File: src/rtl/seq_pkg.sv
`default_nettype none
// ============================================================================
// Module      : seq_pkg
// Description : Shared constants and types for the instruction sequencer:
//               opcode map, FSM state encoding, register-file write-source
//               select codes, trap cause codes and datapath widths.
// Revision    : 1.0 - initial release
// ============================================================================
package seq_pkg;

  localparam int PC_W    = 14;
  localparam int INSTR_W = 19;
  localparam int OPC_W   = 5;

  // Opcode map (instruction bits [18:14])
  localparam logic [OPC_W-1:0] OP_NOP    = 5'h00;
  localparam logic [OPC_W-1:0] OP_ALU_LO = 5'h01;
  localparam logic [OPC_W-1:0] OP_ALU_HI = 5'h0F;
  localparam logic [OPC_W-1:0] OP_LDI    = 5'h10;
  localparam logic [OPC_W-1:0] OP_LD     = 5'h11;
  localparam logic [OPC_W-1:0] OP_ST     = 5'h12;
  localparam logic [OPC_W-1:0] OP_JMP    = 5'h13;
  localparam logic [OPC_W-1:0] OP_BEQ    = 5'h14;
  localparam logic [OPC_W-1:0] OP_BNE    = 5'h15;
  localparam logic [OPC_W-1:0] OP_HALT   = 5'h1F;

  typedef enum logic [2:0] {
    FETCH  = 3'd0,
    DECODE = 3'd1,
    EXEC   = 3'd2,
    MEM    = 3'd3,
    WB     = 3'd4,
    HALTED = 3'd5,
    TRAP   = 3'd6
  } state_e;

  typedef enum logic [1:0] {
    WSEL_ALU  = 2'd0,
    WSEL_IMM  = 2'd1,
    WSEL_DMEM = 2'd2
  } wsel_e;

  typedef enum logic [1:0] {
    CAUSE_NONE    = 2'd0,
    CAUSE_ILLEGAL = 2'd1,
    CAUSE_IMEM_TO = 2'd2,
    CAUSE_DMEM_TO = 2'd3
  } cause_e;

  function automatic logic is_alu_op(input logic [OPC_W-1:0] op);
    return (op >= OP_ALU_LO) && (op <= OP_ALU_HI);
  endfunction

  // 5'h00..5'h15 are contiguous legal codes; HALT is the only one above.
  function automatic logic is_legal_op(input logic [OPC_W-1:0] op);
    return (op <= OP_BNE) || (op == OP_HALT);
  endfunction

endpackage : seq_pkg
`default_nettype wire

File: src/rtl/instr_sequencer_if.sv
`default_nettype none
// ============================================================================
// Module      : instr_sequencer_if
// Description : Bundle of every sequencer-facing signal: instruction memory
//               fetch handshake, data memory request handshake, ALU and
//               register-file strobes, architectural state (ir, pc, z_flag),
//               status (halted, trap, trap_cause) and performance counters.
//               master = sequencer side, slave = memories/datapath side.
// Revision    : 1.0 - initial release
// ============================================================================
interface instr_sequencer_if;
  import seq_pkg::*;

  logic               imem_req;
  logic [PC_W-1:0]    imem_addr;
  logic [INSTR_W-1:0] imem_rdata;
  logic               imem_valid;
  logic [INSTR_W-1:0] ir;
  logic [PC_W-1:0]    pc;
  logic               alu_en;
  logic               alu_zero;
  logic               rf_we;
  logic [1:0]         rf_wsel;
  logic               dmem_req;
  logic               dmem_we;
  logic               dmem_ready;
  logic               z_flag;
  logic               halted;
  logic               trap;
  logic [1:0]         trap_cause;
  logic [31:0]        perf_cycles;
  logic [31:0]        perf_retired;

  modport master (
    output imem_req, imem_addr, ir, pc, alu_en, rf_we, rf_wsel,
           dmem_req, dmem_we, z_flag, halted, trap, trap_cause,
           perf_cycles, perf_retired,
    input  imem_rdata, imem_valid, alu_zero, dmem_ready
  );

  modport slave (
    input  imem_req, imem_addr, ir, pc, alu_en, rf_we, rf_wsel,
           dmem_req, dmem_we, z_flag, halted, trap, trap_cause,
           perf_cycles, perf_retired,
    output imem_rdata, imem_valid, alu_zero, dmem_ready
  );

endinterface : instr_sequencer_if
`default_nettype wire

File: src/rtl/seq_wait_timer.sv
`default_nettype none
// ============================================================================
// Module      : seq_wait_timer
// Description : Memory wait-cycle counter. Counts enabled cycles since the
//               last clear; timeout flags the enabled cycle on which the
//               count reaches MEM_TIMEOUT, so the owner can leave its wait
//               state on that same edge.
// Ports       : clk, rst (sync, active-high)
//               clr     - restart the count (higher priority than en)
//               en      - this cycle is a wait cycle
//               timeout - this wait cycle is the MEM_TIMEOUT-th one
// Revision    : 1.0 - initial release
// ============================================================================
module seq_wait_timer #(
  parameter int MEM_TIMEOUT = 15
) (
  input  logic clk,
  input  logic rst,
  input  logic clr,
  input  logic en,
  output logic timeout
);

  logic [7:0] count_q, count_d;

  always_comb begin
    count_d = count_q;
    if (clr)     count_d = 8'd0;
    else if (en) count_d = count_q + 8'd1;
  end

  always_ff @(posedge clk) begin
    if (rst) count_q <= 8'd0;
    else     count_q <= count_d;
  end

  // Deliberately independent of clr: the owner derives clr from its
  // next-state, which itself depends on timeout.
  assign timeout = en && (count_q == 8'(MEM_TIMEOUT - 1));

endmodule : seq_wait_timer
`default_nettype wire

File: src/rtl/instr_sequencer.sv
`default_nettype none
// ============================================================================
// Module      : instr_sequencer
// Description : Multi-cycle control FSM for the 19-bit instruction datapath.
//               Fetches into the IR, owns pc and the zero flag, and steps the
//               ALU / register file / data memory through
//               FETCH -> DECODE -> EXEC -> (MEM) -> (WB). HALTED and TRAP are
//               terminal until rst.
// Ports       : clk, rst (sync, active-high)
//               bus (instr_sequencer_if.master): imem_*, dmem_*, ir, pc,
//               alu_en/alu_zero, rf_we/rf_wsel, z_flag, halted, trap,
//               trap_cause, perf_cycles, perf_retired
// Config      : INSTR_SEQUENCER_PERF_EN - enables the perf_cycles and
//               perf_retired counters; when undefined both read as zero.
// Revision    : 1.0 - initial release
// ============================================================================
module instr_sequencer
  import seq_pkg::*;
#(
  parameter logic [PC_W-1:0] RESET_PC    = 14'h0000,
  parameter int              MEM_TIMEOUT = 15
) (
  input  logic                clk,
  input  logic                rst,
  instr_sequencer_if.master   bus
);

  state_e             state_q, state_d;
  logic [PC_W-1:0]    pc_q, pc_d;
  logic [INSTR_W-1:0] ir_q, ir_d;
  logic               z_flag_q, z_flag_d;
  logic [1:0]         cause_q, cause_d;

  logic [OPC_W-1:0]   opcode;
  logic               timeout;
  logic               wait_en;
  logic               wait_clr;

  logic               imem_req;
  logic               alu_en;
  logic               rf_we;
  logic [1:0]         rf_wsel;
  logic               dmem_req;
  logic               dmem_we;

  assign opcode = ir_q[INSTR_W-1 -: OPC_W];

  // Wait cycles are the requesting states without their completion.
  assign wait_en  = ((state_q == FETCH) && !bus.imem_valid) ||
                    ((state_q == MEM)   && !bus.dmem_ready);
  assign wait_clr = (state_d != state_q);

  seq_wait_timer #(
    .MEM_TIMEOUT (MEM_TIMEOUT)
  ) u_wait_timer (
    .clk     (clk),
    .rst     (rst),
    .clr     (wait_clr),
    .en      (wait_en),
    .timeout (timeout)
  );

  // State register
  always_ff @(posedge clk) begin
    if (rst) begin
      state_q  <= FETCH;
      pc_q     <= RESET_PC;
      ir_q     <= '0;
      z_flag_q <= 1'b0;
      cause_q  <= CAUSE_NONE;
    end else begin
      state_q  <= state_d;
      pc_q     <= pc_d;
      ir_q     <= ir_d;
      z_flag_q <= z_flag_d;
      cause_q  <= cause_d;
    end
  end

  // Next-state and architectural-state update
  always_comb begin
    state_d  = state_q;
    pc_d     = pc_q;
    ir_d     = ir_q;
    z_flag_d = z_flag_q;
    cause_d  = cause_q;
    case (state_q)
      FETCH: begin
        if (bus.imem_valid) begin
          ir_d    = bus.imem_rdata;
          pc_d    = pc_q + 14'd1;
          state_d = DECODE;
        end else if (timeout) begin
          state_d = TRAP;
          cause_d = CAUSE_IMEM_TO;
        end
      end
      DECODE: begin
        if (!is_legal_op(opcode)) begin
          state_d = TRAP;
          cause_d = CAUSE_ILLEGAL;
        end else if (opcode == OP_HALT) begin
          state_d = HALTED;
        end else begin
          state_d = EXEC;
        end
      end
      EXEC: begin
        state_d = FETCH;
        if (is_alu_op(opcode) || (opcode == OP_LDI)) begin
          state_d = WB;
        end else if ((opcode == OP_LD) || (opcode == OP_ST)) begin
          state_d = MEM;
        end else if ((opcode == OP_JMP) ||
                     ((opcode == OP_BEQ) &&  z_flag_q) ||
                     ((opcode == OP_BNE) && !z_flag_q)) begin
          pc_d = ir_q[PC_W-1:0];
        end
      end
      MEM: begin
        if (bus.dmem_ready) begin
          state_d = (opcode == OP_LD) ? WB : FETCH;
        end else if (timeout) begin
          state_d = TRAP;
          cause_d = CAUSE_DMEM_TO;
        end
      end
      WB: begin
        // alu_zero belongs to the ALU strobe issued in the preceding EXEC.
        if (is_alu_op(opcode)) z_flag_d = bus.alu_zero;
        state_d = FETCH;
      end
      HALTED, TRAP: state_d = state_q;
      default:      state_d = FETCH;
    endcase
  end

  // Outputs: each strobe belongs to exactly one state, which keeps them
  // mutually exclusive by construction.
  always_comb begin
    imem_req = 1'b0;
    alu_en   = 1'b0;
    rf_we    = 1'b0;
    rf_wsel  = WSEL_ALU;
    dmem_req = 1'b0;
    dmem_we  = 1'b0;
    case (state_q)
      FETCH: imem_req = 1'b1;
      EXEC:  alu_en   = is_alu_op(opcode);
      MEM: begin
        dmem_req = 1'b1;
        dmem_we  = (opcode == OP_ST);
      end
      WB: begin
        rf_we = 1'b1;
        if (opcode == OP_LDI)     rf_wsel = WSEL_IMM;
        else if (opcode == OP_LD) rf_wsel = WSEL_DMEM;
        else                      rf_wsel = WSEL_ALU;
      end
      default: ;
    endcase
  end

  assign bus.imem_req   = imem_req;
  assign bus.imem_addr  = pc_q;
  assign bus.ir         = ir_q;
  assign bus.pc         = pc_q;
  assign bus.alu_en     = alu_en;
  assign bus.rf_we      = rf_we;
  assign bus.rf_wsel    = rf_wsel;
  assign bus.dmem_req   = dmem_req;
  assign bus.dmem_we    = dmem_we;
  assign bus.z_flag     = z_flag_q;
  assign bus.halted     = (state_q == HALTED);
  assign bus.trap       = (state_q == TRAP);
  assign bus.trap_cause = cause_q;

`ifdef INSTR_SEQUENCER_PERF_EN
  logic [31:0] perf_cycles_q, perf_cycles_d;
  logic [31:0] perf_retired_q, perf_retired_d;
  logic        retire;

  // An instruction completes when control returns to FETCH from a
  // post-decode state.
  assign retire = (state_d == FETCH) &&
                  ((state_q == EXEC) || (state_q == MEM) || (state_q == WB));

  always_comb begin
    perf_cycles_d  = perf_cycles_q;
    perf_retired_d = perf_retired_q;
    if ((state_q != HALTED) && (state_q != TRAP)) perf_cycles_d = perf_cycles_q + 32'd1;
    if (retire) perf_retired_d = perf_retired_q + 32'd1;
  end

  always_ff @(posedge clk) begin
    if (rst) begin
      perf_cycles_q  <= '0;
      perf_retired_q <= '0;
    end else begin
      perf_cycles_q  <= perf_cycles_d;
      perf_retired_q <= perf_retired_d;
    end
  end

  assign bus.perf_cycles  = perf_cycles_q;
  assign bus.perf_retired = perf_retired_q;
`else
  assign bus.perf_cycles  = 32'd0;
  assign bus.perf_retired = 32'd0;
`endif

endmodule : instr_sequencer
`default_nettype wire
File: src/flat_wrapper.sv
// flat-port wrapper written by rule: the top's interface ports become plain ports
module instr_sequencer_flat import seq_pkg::*;
#(
  parameter logic [PC_W-1:0] RESET_PC    = 14'h0000,
  parameter int              MEM_TIMEOUT = 15
)
  (clk, rst, bus_imem_req, bus_imem_addr, bus_ir, bus_pc, bus_alu_en, bus_rf_we, bus_rf_wsel, bus_dmem_req, bus_dmem_we, bus_z_flag, bus_halted, bus_trap, bus_trap_cause, bus_perf_cycles, bus_perf_retired, bus_imem_rdata, bus_imem_valid, bus_alu_zero, bus_dmem_ready);
  instr_sequencer_if bus_i ();
  input  logic clk;
  input  logic rst;
  output wire logic [$bits(bus_i.imem_req)-1:0] bus_imem_req;
  output wire logic [$bits(bus_i.imem_addr)-1:0] bus_imem_addr;
  output wire logic [$bits(bus_i.ir)-1:0] bus_ir;
  output wire logic [$bits(bus_i.pc)-1:0] bus_pc;
  output wire logic [$bits(bus_i.alu_en)-1:0] bus_alu_en;
  output wire logic [$bits(bus_i.rf_we)-1:0] bus_rf_we;
  output wire logic [$bits(bus_i.rf_wsel)-1:0] bus_rf_wsel;
  output wire logic [$bits(bus_i.dmem_req)-1:0] bus_dmem_req;
  output wire logic [$bits(bus_i.dmem_we)-1:0] bus_dmem_we;
  output wire logic [$bits(bus_i.z_flag)-1:0] bus_z_flag;
  output wire logic [$bits(bus_i.halted)-1:0] bus_halted;
  output wire logic [$bits(bus_i.trap)-1:0] bus_trap;
  output wire logic [$bits(bus_i.trap_cause)-1:0] bus_trap_cause;
  output wire logic [$bits(bus_i.perf_cycles)-1:0] bus_perf_cycles;
  output wire logic [$bits(bus_i.perf_retired)-1:0] bus_perf_retired;
  input wire logic [$bits(bus_i.imem_rdata)-1:0] bus_imem_rdata;
  input wire logic [$bits(bus_i.imem_valid)-1:0] bus_imem_valid;
  input wire logic [$bits(bus_i.alu_zero)-1:0] bus_alu_zero;
  input wire logic [$bits(bus_i.dmem_ready)-1:0] bus_dmem_ready;
  assign bus_imem_req = bus_i.imem_req;
  assign bus_imem_addr = bus_i.imem_addr;
  assign bus_ir = bus_i.ir;
  assign bus_pc = bus_i.pc;
  assign bus_alu_en = bus_i.alu_en;
  assign bus_rf_we = bus_i.rf_we;
  assign bus_rf_wsel = bus_i.rf_wsel;
  assign bus_dmem_req = bus_i.dmem_req;
  assign bus_dmem_we = bus_i.dmem_we;
  assign bus_z_flag = bus_i.z_flag;
  assign bus_halted = bus_i.halted;
  assign bus_trap = bus_i.trap;
  assign bus_trap_cause = bus_i.trap_cause;
  assign bus_perf_cycles = bus_i.perf_cycles;
  assign bus_perf_retired = bus_i.perf_retired;
  assign bus_i.imem_rdata = bus_imem_rdata;
  assign bus_i.imem_valid = bus_imem_valid;
  assign bus_i.alu_zero = bus_alu_zero;
  assign bus_i.dmem_ready = bus_dmem_ready;
  instr_sequencer #(.RESET_PC(RESET_PC), .MEM_TIMEOUT(MEM_TIMEOUT)) u_core (.clk(clk), .rst(rst), .bus(bus_i));
endmodule
File: config.mk
export PLATFORM = sky130hd
export DESIGN_NAME = instr_sequencer_flat
export DESIGN_NICKNAME = d
export VERILOG_FILES = /design/src/rtl/seq_pkg.sv /design/src/rtl/instr_sequencer_if.sv /design/src/rtl/seq_wait_timer.sv /design/src/rtl/instr_sequencer.sv /design/src/flat_wrapper.sv
export SDC_FILE = /design/constraint.sdc
export NUM_CORES = 1
export LEC_CHECK = 0
export CAP_MARGIN = 5
export CORE_MARGIN = 2
export CORE_UTILIZATION = 55
export CTS_BUF_LIST = sky130_fd_sc_hd__clkbuf_8
export DETAILED_ROUTE_END_ITERATION = 12
export DONT_BUFFER_PORTS = 1
export PLACE_DENSITY = 0.7
export SYNTH_ARGS = -nofsm -noshare
export SYNTH_HDL_FRONTEND = slang
export SYNTH_SLANG_ARGS = --single-unit
File: constraint.sdc
create_clock -name clk -period 3.87 [get_ports clk]
set_input_delay 0.774 -clock clk [delete_from_list [all_inputs] [get_ports clk]]
set_output_delay 0.774 -clock clk [all_outputs]
set_load 0.03 [all_outputs]
# Word level (Yosys, flattened, before mapping)
# Index checks and enable logic that the tools add are counted.
[totals] reg_bits=47 latchBits=0 ram_bits=0 rom_bits=0 in_bits=24 output_inout_bits=123 word_cells=87 mem_count=0
[op_classes] addsub=2 mul=0 n_div=0 order_cmp=3 eq_ne=24 shift=0 mux=28 n_bitwise=0 n_reduce_logical=24
[op_table] cell="$mux 14" n=4
[op_table] cell="$eq 5x5->1 const B" n=7
[op_table] cell="$pmux 14 s2" n=1
[op_table] cell="$mux 3" n=7
[op_table] cell="$mux 2" n=9
[op_table] cell="$pmux 3 s5" n=1
[op_table] cell="$add 14x1->14 const B" n=1
[op_table] cell="$ne 2x2->1 const B" n=6
[op_table] cell="$eq 3x3->1 const B" n=3
[op_table] cell="$add 8x1->8 const B" n=1
[op_table] cell="$eq 8x4->1 const B" n=1
[op_table] cell="$eq 3x2->1 const B" n=2
[op_table] cell="$logic_and 1x1->1" n=6
[op_table] cell="$logic_or 1x1->1" n=6
[op_table] cell="$ne 2x1->1 const B" n=3
[op_table] cell="$pmux 2 s3" n=1
[op_table] cell="$reduce_and 6->1" n=1
[op_table] cell="$ge 5x1->1 const B" n=1
[op_table] cell="$le 5x4->1 const B" n=1
[op_table] cell="$le 5x5->1 const B" n=1
[op_table] cell="$mux 1" n=5
[op_table] cell="$reduce_and 5->1" n=1
[op_table] cell="$reduce_and 2->1" n=2
[op_table] cell="$reduce_or 2->1" n=2
[op_table] cell="other kinds (6)" n=8

# Logic depth before layout (Yosys ltp)
# Gate-level depths: netlist (run 1).
[logic_depth] ltp_word=9 depth_mapped=8 depth_no_buf=6

# Modules after synthesis
# Synthesis (run 1) repeated with hierarchy kept, for this count alone.
[unflattened] cells_unflattened=413 area_unflattened_um2=3191.8
[modules_own_cells] module="instr_sequencer" n_inst=1 cells_each=370 area_each_um2=2811.4 seq_area_each_um2=780.7
[modules_own_cells] module="seq_wait_timer" n_inst=1 cells_each=43 area_each_um2=380.4 seq_area_each_um2=160.2

# Worst setup path before layout (run 1)
# No wires, ideal clock.
[synth_timing] path_type="flip-flop to output port" startpoint="reg u_core.ir_q[18] (netlist: u_core.bus.ir[18])" endpoint="out bus_rf_wsel[1]" t_arrival_ns=2.216 required_time_ns=3.096 path_slack_ns=0.880 stages_incl_launch_ff=4 n_path_buf=1 cell_sequence="dfxtp_1 buf_4 or3b_2 nor4b_1"
[synth_via] elab_chain_cells=4 elab_cells_between_ends=5 cone_classes="2 x eq/ne; 3 x mux"
[synth_rtl] element="from (decl)" line="instr_sequencer.sv:30" rtl="logic [INSTR_W-1:0] ir_q, ir_d;"
[synth_rtl] element="from (signal assigned)" line="instr_sequencer.sv:74" rtl="ir_q <= ir_d;"
[synth_rtl] element="$eq 5x5->1" line="instr_sequencer.sv:157" rtl="else if (opcode == OP_LD) rf_wsel = WSEL_DMEM;"
[synth_rtl] element="$mux 2" line="instr_sequencer.sv:157"
[synth_rtl] element="$mux 2 (*)" line="instr_sequencer.sv:156" rtl="if (opcode == OP_LDI) rf_wsel = WSEL_IMM;"
[synth_rtl] element="$mux 2 (*)" line="instr_sequencer.sv:147" rtl="case (state_q)"
[synth_rtl] element="to (decl)" line="flat_wrapper.sv:17" rtl="output wire logic [$bits(bus_i.rf_wsel)-1:0] bus_rf_wsel;"
# Mark *: on every way between the ends. The rest lies on a longest branch, timed or not.

# Worst setup path in the final report (run 1)
[layout_timing] startpoint="reg u_core.state_q[2]" endpoint="out bus_rf_wsel[0]"
[layout_via] elab_chain_cells=2
[layout_rtl] element="from (decl)" line="instr_sequencer.sv:28" rtl="state_e state_q, state_d;"
[layout_rtl] element="from (signal assigned)" line="instr_sequencer.sv:72" rtl="state_q <= state_d;"
[layout_rtl] element="$eq 3x3->1" line="instr_sequencer.sv:147"
[layout_rtl] element="$mux 2" line="instr_sequencer.sv:147"
# No other way between the ends.

==> results.yml, run 1 <==
cells_and_area:
  fin_area_mm2: 0.003107
  nNetsFinal: 422
  drive_gt1_share_pct: 10.86
  n_antenna_cell: 0
  syn2layout_area_growth_pct: -7.385
  finish.utilization_pct: 52.47
placed_design:
  routabilityCongestion: 0.9024
  dpl.hpwl_um: 5066
  dpl_cell_area_mm2: 0.003003
  io_buffers: 0
power:
  ir_drop_uv: 216.4
  p_leak_uw: 0.001156
  p_per_area_mw_per_mm2: 383.3
detailed_routing:
  wl_per_cell_um: 14.94
  postRouteAntennaNets: 0
  drt-total-wl_um: 7035
  initialDrtViolationCount: 156
  via_per_inst: 5.505
  vias: 2593
  firstDrtPassIters: 4
  drc: 0
timing:
  rsz0062_at_grt: "false"
  fin_crit_sh_pct: 79.30
  worst_slew_pin_slew_ns: 1.047
  hold_viol_final: 0
  slew_violations: 0
  holdWs_ns: 0.5283
  final.setup_skew_ns: 0.006758
  relSlewSlack_pct: 29.66
  max_freq_mhz: 325.8
  report.final.setup_viol: 0
  finalCriticalPeriod_ns: 3.069
  finalSetupTns_ns: 0
yosys:
  async_flop_share_pct: 0
  synth_area_leaders: "dfxtp_1 (28%), buf_4 (18%), nand2_1 (7.2%)"
  synth.largest_area_cell: "dfxtp_1"
  synth_ff_type: "dfxtp_1"
  synth.top_cell.area_share_pct: 28.05
  netlist_area_mm2: 0.003354
  yosysMostFrequentCell: "buf_4"
  synth_common_cells: "buf_4 (82), nand2_1 (64), dfxtp_1 (47)"
  yosysSeqAreaShare_pct: 28.05
  synth_edf_count: 0
  synth_cell_types: 68
  ys_warn_count: 0
  ys_ff_latch: 47
  syn_inst: 418
  avgSynthCellArea_um2: 8.025
flow_run:
  maxCapViolations: 0
global_routing:
  grt_util_met3_pct: 5.000
  met1_usage_pct: 29.14
  busiest_layer: "met2"
  grt_pass1_wl_um: 10840
  antenna_found_initial: 0
  grtUsageTotal_pct: 20.60
  grt_pass1_vias: 2158
  grt_max_degree: 43
  grt_overflow_total: 0
  grtUsageMet2_pct: 31.38
clock_network:
  hold_buffers: 0
  cts-root-buf: "clkbuf_8"
  cts_tree: "yes"
  clk_pin_slew_worst_paths_ns: 0.09
  cts.sinks: 47
  clk_latency_ns: 0.30
  numCtsBuffers: 5
  cts.repair.resized: 0
  post_cts_buffers: 0
  htreeDepth: 2
  clockBufferDepth: 2
run_status:
  run_status: "finished, final reports clean"
critical_path:
  worst-path-max-fanout: 16
  end_kind: "output pin"
  path_class: "reg2out"
  crit_arrival_ns: 2.30
  start_kind: "flip-flop"
  critPathRequiredTime_ns: 3.10
floorplan:
  die_x_um: 82.10
  row_count: 28
  io_pins: 147
  start_util_pct: 56.66
  dieArea_mm2: 0.006740
  core-area_mm2: 0.005921
  die_h_um: 82.10
worst_hold_path:
  worstHoldPathType: "in2reg"
==> power breakdown <==
part           internal (uW)  total [uW]  switching [uW]
clock                    163         331             168
sequential               508         597            88.6
combinational           66.0         263             197
total                    737        1190             454
==> kinds of logic (layout without fill, tap and decap cells) <==
family | Yosys count | in the layout | share of synthesized area, %
and+or+nand+nor | 146 | 146 | 23.87
buffers and inverters | 113 | 28 | 23.83
AOI/OAI and AO/OA | 97 | 97 | 19.88
DFF | 47 | 47 | 28.05
xor gates and xnor gates | 10 | 10 | 2.835
adders and majority gates | 3 | 3 | 1.119
other | 1 | 64 | 0.1118
muxes | 1 | 1 | 0.2984
==> cells in the final DEF (no fill, tap or decap), types with 2 or more instances in the layout <==
cell type and count:
a211oi_1 4, a21oi_1 38, a21oi_2 2, a311oi_2 2
a31oi_1 5, a32o_1 2, a41oi_1 2, and3_1 7
and4_1 2, buf_4 10, clkbuf_8 7, conb_1 64
dfxtp_1 47, ha_1 3, inv_1 9, nand2_1 64
nand2b_1 2, nand3_1 4, nand3b_1 2, nand4_1 4
nand4bb_1 2, nor2_1 15, nor3_1 17, nor3b_1 3
nor4_1 4, nor4_4 2, nor4bb_1 2, o2111ai_1 2
o211ai_1 4, o21ai_0 17, o21ai_2 2, o22ai_1 3
o31ai_1 2, or3_1 2, xnor2_1 8
==> worst max-delay path, cell delays in order, from the launching register on <==
cell,delay (ns)
dfxtp_1,0.80
inv_2,0.14
or3_4,0.43
inv_1,0.24
and3_1,0.39
==> metrics by stage <==
stage	power, uW	instances	setup WS [ns]
6_report	1191	471	0.8010
5_1_grt	1249	471	0.7131
4_1_cts	1201	471	0.8075
3_5_place_dp	870.9	463	1.091
3_3_place_gp	866.1	463	1.136
2_1_floorplan	901.9	481	0.8798
==> worst paths after layout <==
kind,from,end,slack (ns),cells past startpoint
worst max-delay path,u_core.state_q[2],bus_rf_wsel[0],0.80,4
worst min-delay path,rst,u_core.bus.imem_addr[10],0.53,1
worst max register to register,u_core.state_q[0],u_core.bus.imem_addr[0],1.13,4
worst min register to register,u_core.u_wait_timer.count_q[7],u_core.u_wait_timer.count_q[7],0.56,3
==> per-layer routing <==
metal / routed length [um] / up-vias / share of wire (%)
li1: - / 1276 / -
met1: 3300 / 1196 / 47
met2: 3124 / 113 / 44
met3: 550 / 8 / 7.8
met4: 59 / 0 / 0.84
met5: 0 / - / 0
==> final cells by class <==
type,instances,area (um2)
clock inverter,1,7.507
timing repair buffer,10,75.07
tap,75,93.84
clock buffer,7,96.34
multi-input combinational,321,1856
inverter,10,37.54
fill,590,2814
sequential,47,940.9
==> state kept, by name, summed over array words and instances, names as in the netlist <==
signal and count:
u_core.bus.imem_addr 14, u_core.bus.ir 19, u_core.bus.trap_cause 2, u_core.bus.z_flag 1, u_core.state_q 3, u_core.u_wait_timer.count_q 8
Note: power is estimated with default switching activity, not from simulation.
==> run 2, diff against run 1 <==
Clock period 3.87 ns to 3 ns, I/O delays scaled along.
==> results.yml, run 2 (synthesis gave the netlist of run 1 again) <==
run_status:
  run_status: "finished, final reports clean"
critical_path:
  critPathRequiredTime_ns: 3.16
  crit-reg2reg-launch: "u_core.state_q[0]"
  path_buf_inv: 0
  cp_slowest_cell: "nor3_1"
  end_kind: "flip-flop"
  startpoint: "u_core.state_q[0]"
  reg2reg_slack_ns: 0.25
  cpPeakStageDelay_ns: 0.97
  worst-path-max-fanout: 21
  crit_arrival_ns: 2.92
  path_class: "reg2reg"
  path_delay_family: "simple AND/OR/NAND/NOR gates"
  crit_path_cell_trace: "nor3_1 > nand2_1 > a21oi_1 > a211oi_1"
  start_kind: "flip-flop"
detailed_routing:
  via_per_inst: 5.543
  initialDrtViolationCount: 187
  drc: 0
  firstDrtPassIters: 4
  postRouteAntennaNets: 0
  wl_per_cell_um: 14.60
  drt-total-wl_um: 7024
  vias: 2666
floorplan:
  core-area_mm2: 0.005921
  die_h_um: 82.10
  start_util_pct: 56.66
  row_count: 28
  io_pins: 147
  dieArea_mm2: 0.006740
  die_x_um: 82.10
power:
  p_leak_uw: 0.001220
  p_int_uw: 1019
  seqPwrFrac_pct: 47.1
  ir_drop_uv: 292.0
  p_sw_share_pct: 36.97
  p_sw_uw: 597.5
  p_per_area_mw_per_mm2: 505.2
  p_clk_share_pct: 31.3
  comb_power_share_pct: 21.6
timing:
  report.final.setup_viol: 0
  max_freq_mhz: 363.2
  hold_viol_final: 0
  worst_slew_pin_slew_ns: 1.060
  final.setup_skew_ns: 0.01035
  relSlewSlack_pct: 28.76
  rsz0062_at_grt: "false"
  finalSetupTns_ns: 0
  slew_violations: 0
  finalCriticalPeriod_ns: 2.754
  fin_crit_sh_pct: 91.79
global_routing:
  grt_overflow_total: 0
  grt_pass1_wl_um: 10380
  grt_pass1_vias: 2065
  antenna_found_initial: 0
  grtUsageTotal_pct: 20.09
  grt_max_degree: 43
clock_network:
  clk_latency_ns: 0.31
  htreeDepth: 2
  clockBufferDepth: 2
  cts.sinks: 47
  post_cts_buffers: 0
  cts_tree: "yes"
  numCtsBuffers: 5
  clk_pin_slew_worst_paths_ns: 0.10
  hold_buffers: 0
  cts.repair.resized: 0
  cts-root-buf: "clkbuf_8"
cells_and_area:
  multi_input_area_mm2: 0.001856
  largest_reg_flops: 19
  nNetsFinal: 432
  drive_gt1_share_pct: 13.05
  layout_common_cells: "nand2_1 (64), conb_1 (64), dfxtp_1 (47), a21oi_1 (38), buf_4 (20)"
  syn2layout_area_growth_pct: -4.625
  seq_area_um2: 940.9
  n_antenna_cell: 0
  fill_cells: 560
  finish.utilization_pct: 54.04
placed_design:
  io_buffers: 0
  dpl.hpwl_um: 5127
  routabilityCongestion: 0.8544
flow_run:
  maxCapViolations: 0
worst_hold_path:
  min-delay-start: "rst"
  worstHoldPathType: "in2reg"
[run 2: layout make-up]
class,instances,area share [%]
Clock buffer,6,2.581
Tap cell,75,2.933
Timing Repair Buffer,20,4.693
Sequential cell,47,29.41
Inverter,10,1.173
Multi-Input combinational cell,321,58.00
Clock inverter,2,1.212
[run 2: path summary, 6_finish.rpt]
| check | endpoint | depth (start not counted) |
|---|---|---|
| hold / removal | u_core.bus.imem_addr[11] | 1 |
| setup / recovery | u_core.bus.imem_addr[0] | 4 |
| hold reg to reg | u_core.u_wait_timer.count_q[3] | 3 |
| setup reg to reg | u_core.bus.imem_addr[0] | 4 |
[run 2: power by group through the flow]
stage,combinational [uW],clock (uW),sequential (uW)
2_1_floorplan,411,0,752
3_3_place_gp,344,0,776
3_5_place_dp,348,0,777
4_1_cts,349,513,762
5_1_grt,382,535,770
6_report,349,505,762
[run 2: worst reg2reg max path: cells and delay by family, from the launching register on]
| family | cells | cell delay (ns) |
|---|---|---|
| AND/OR/NAND/NOR | 2 | 1.66 |
| flip-flops | 1 | 0.58 |
| AO/OA/AOI/OAI | 2 | 0.38 |
[run 2: metrics by stage]
stage | power (uW) | setup WS (ns) | instances | area, um2 | hold slack, ns
4_1_cts | 1624 | 0.2268 | 481 | 3199 | 0.3383
5_1_grt | 1686 | 0.06449 | 481 | 3199 | 0.3326
3_5_place_dp | 1125 | 0.2370 | 473 | 3078 | 0.5349
3_3_place_gp | 1120 | 0.2454 | 473 | 3078 | 0.5321
2_1_floorplan | 1163 | 0.1838 | 481 | 3591 | 0.5163
6_report | 1616 | 0.2464 | 481 | 3199 | 0.3486
[run 2: routing by layer]
layer	global-route usage [%]	share of wire (%)
met5	0	0
met4	4.833	0.93
met3	7.717	12
met2	30.08	45
met1	27.30	42
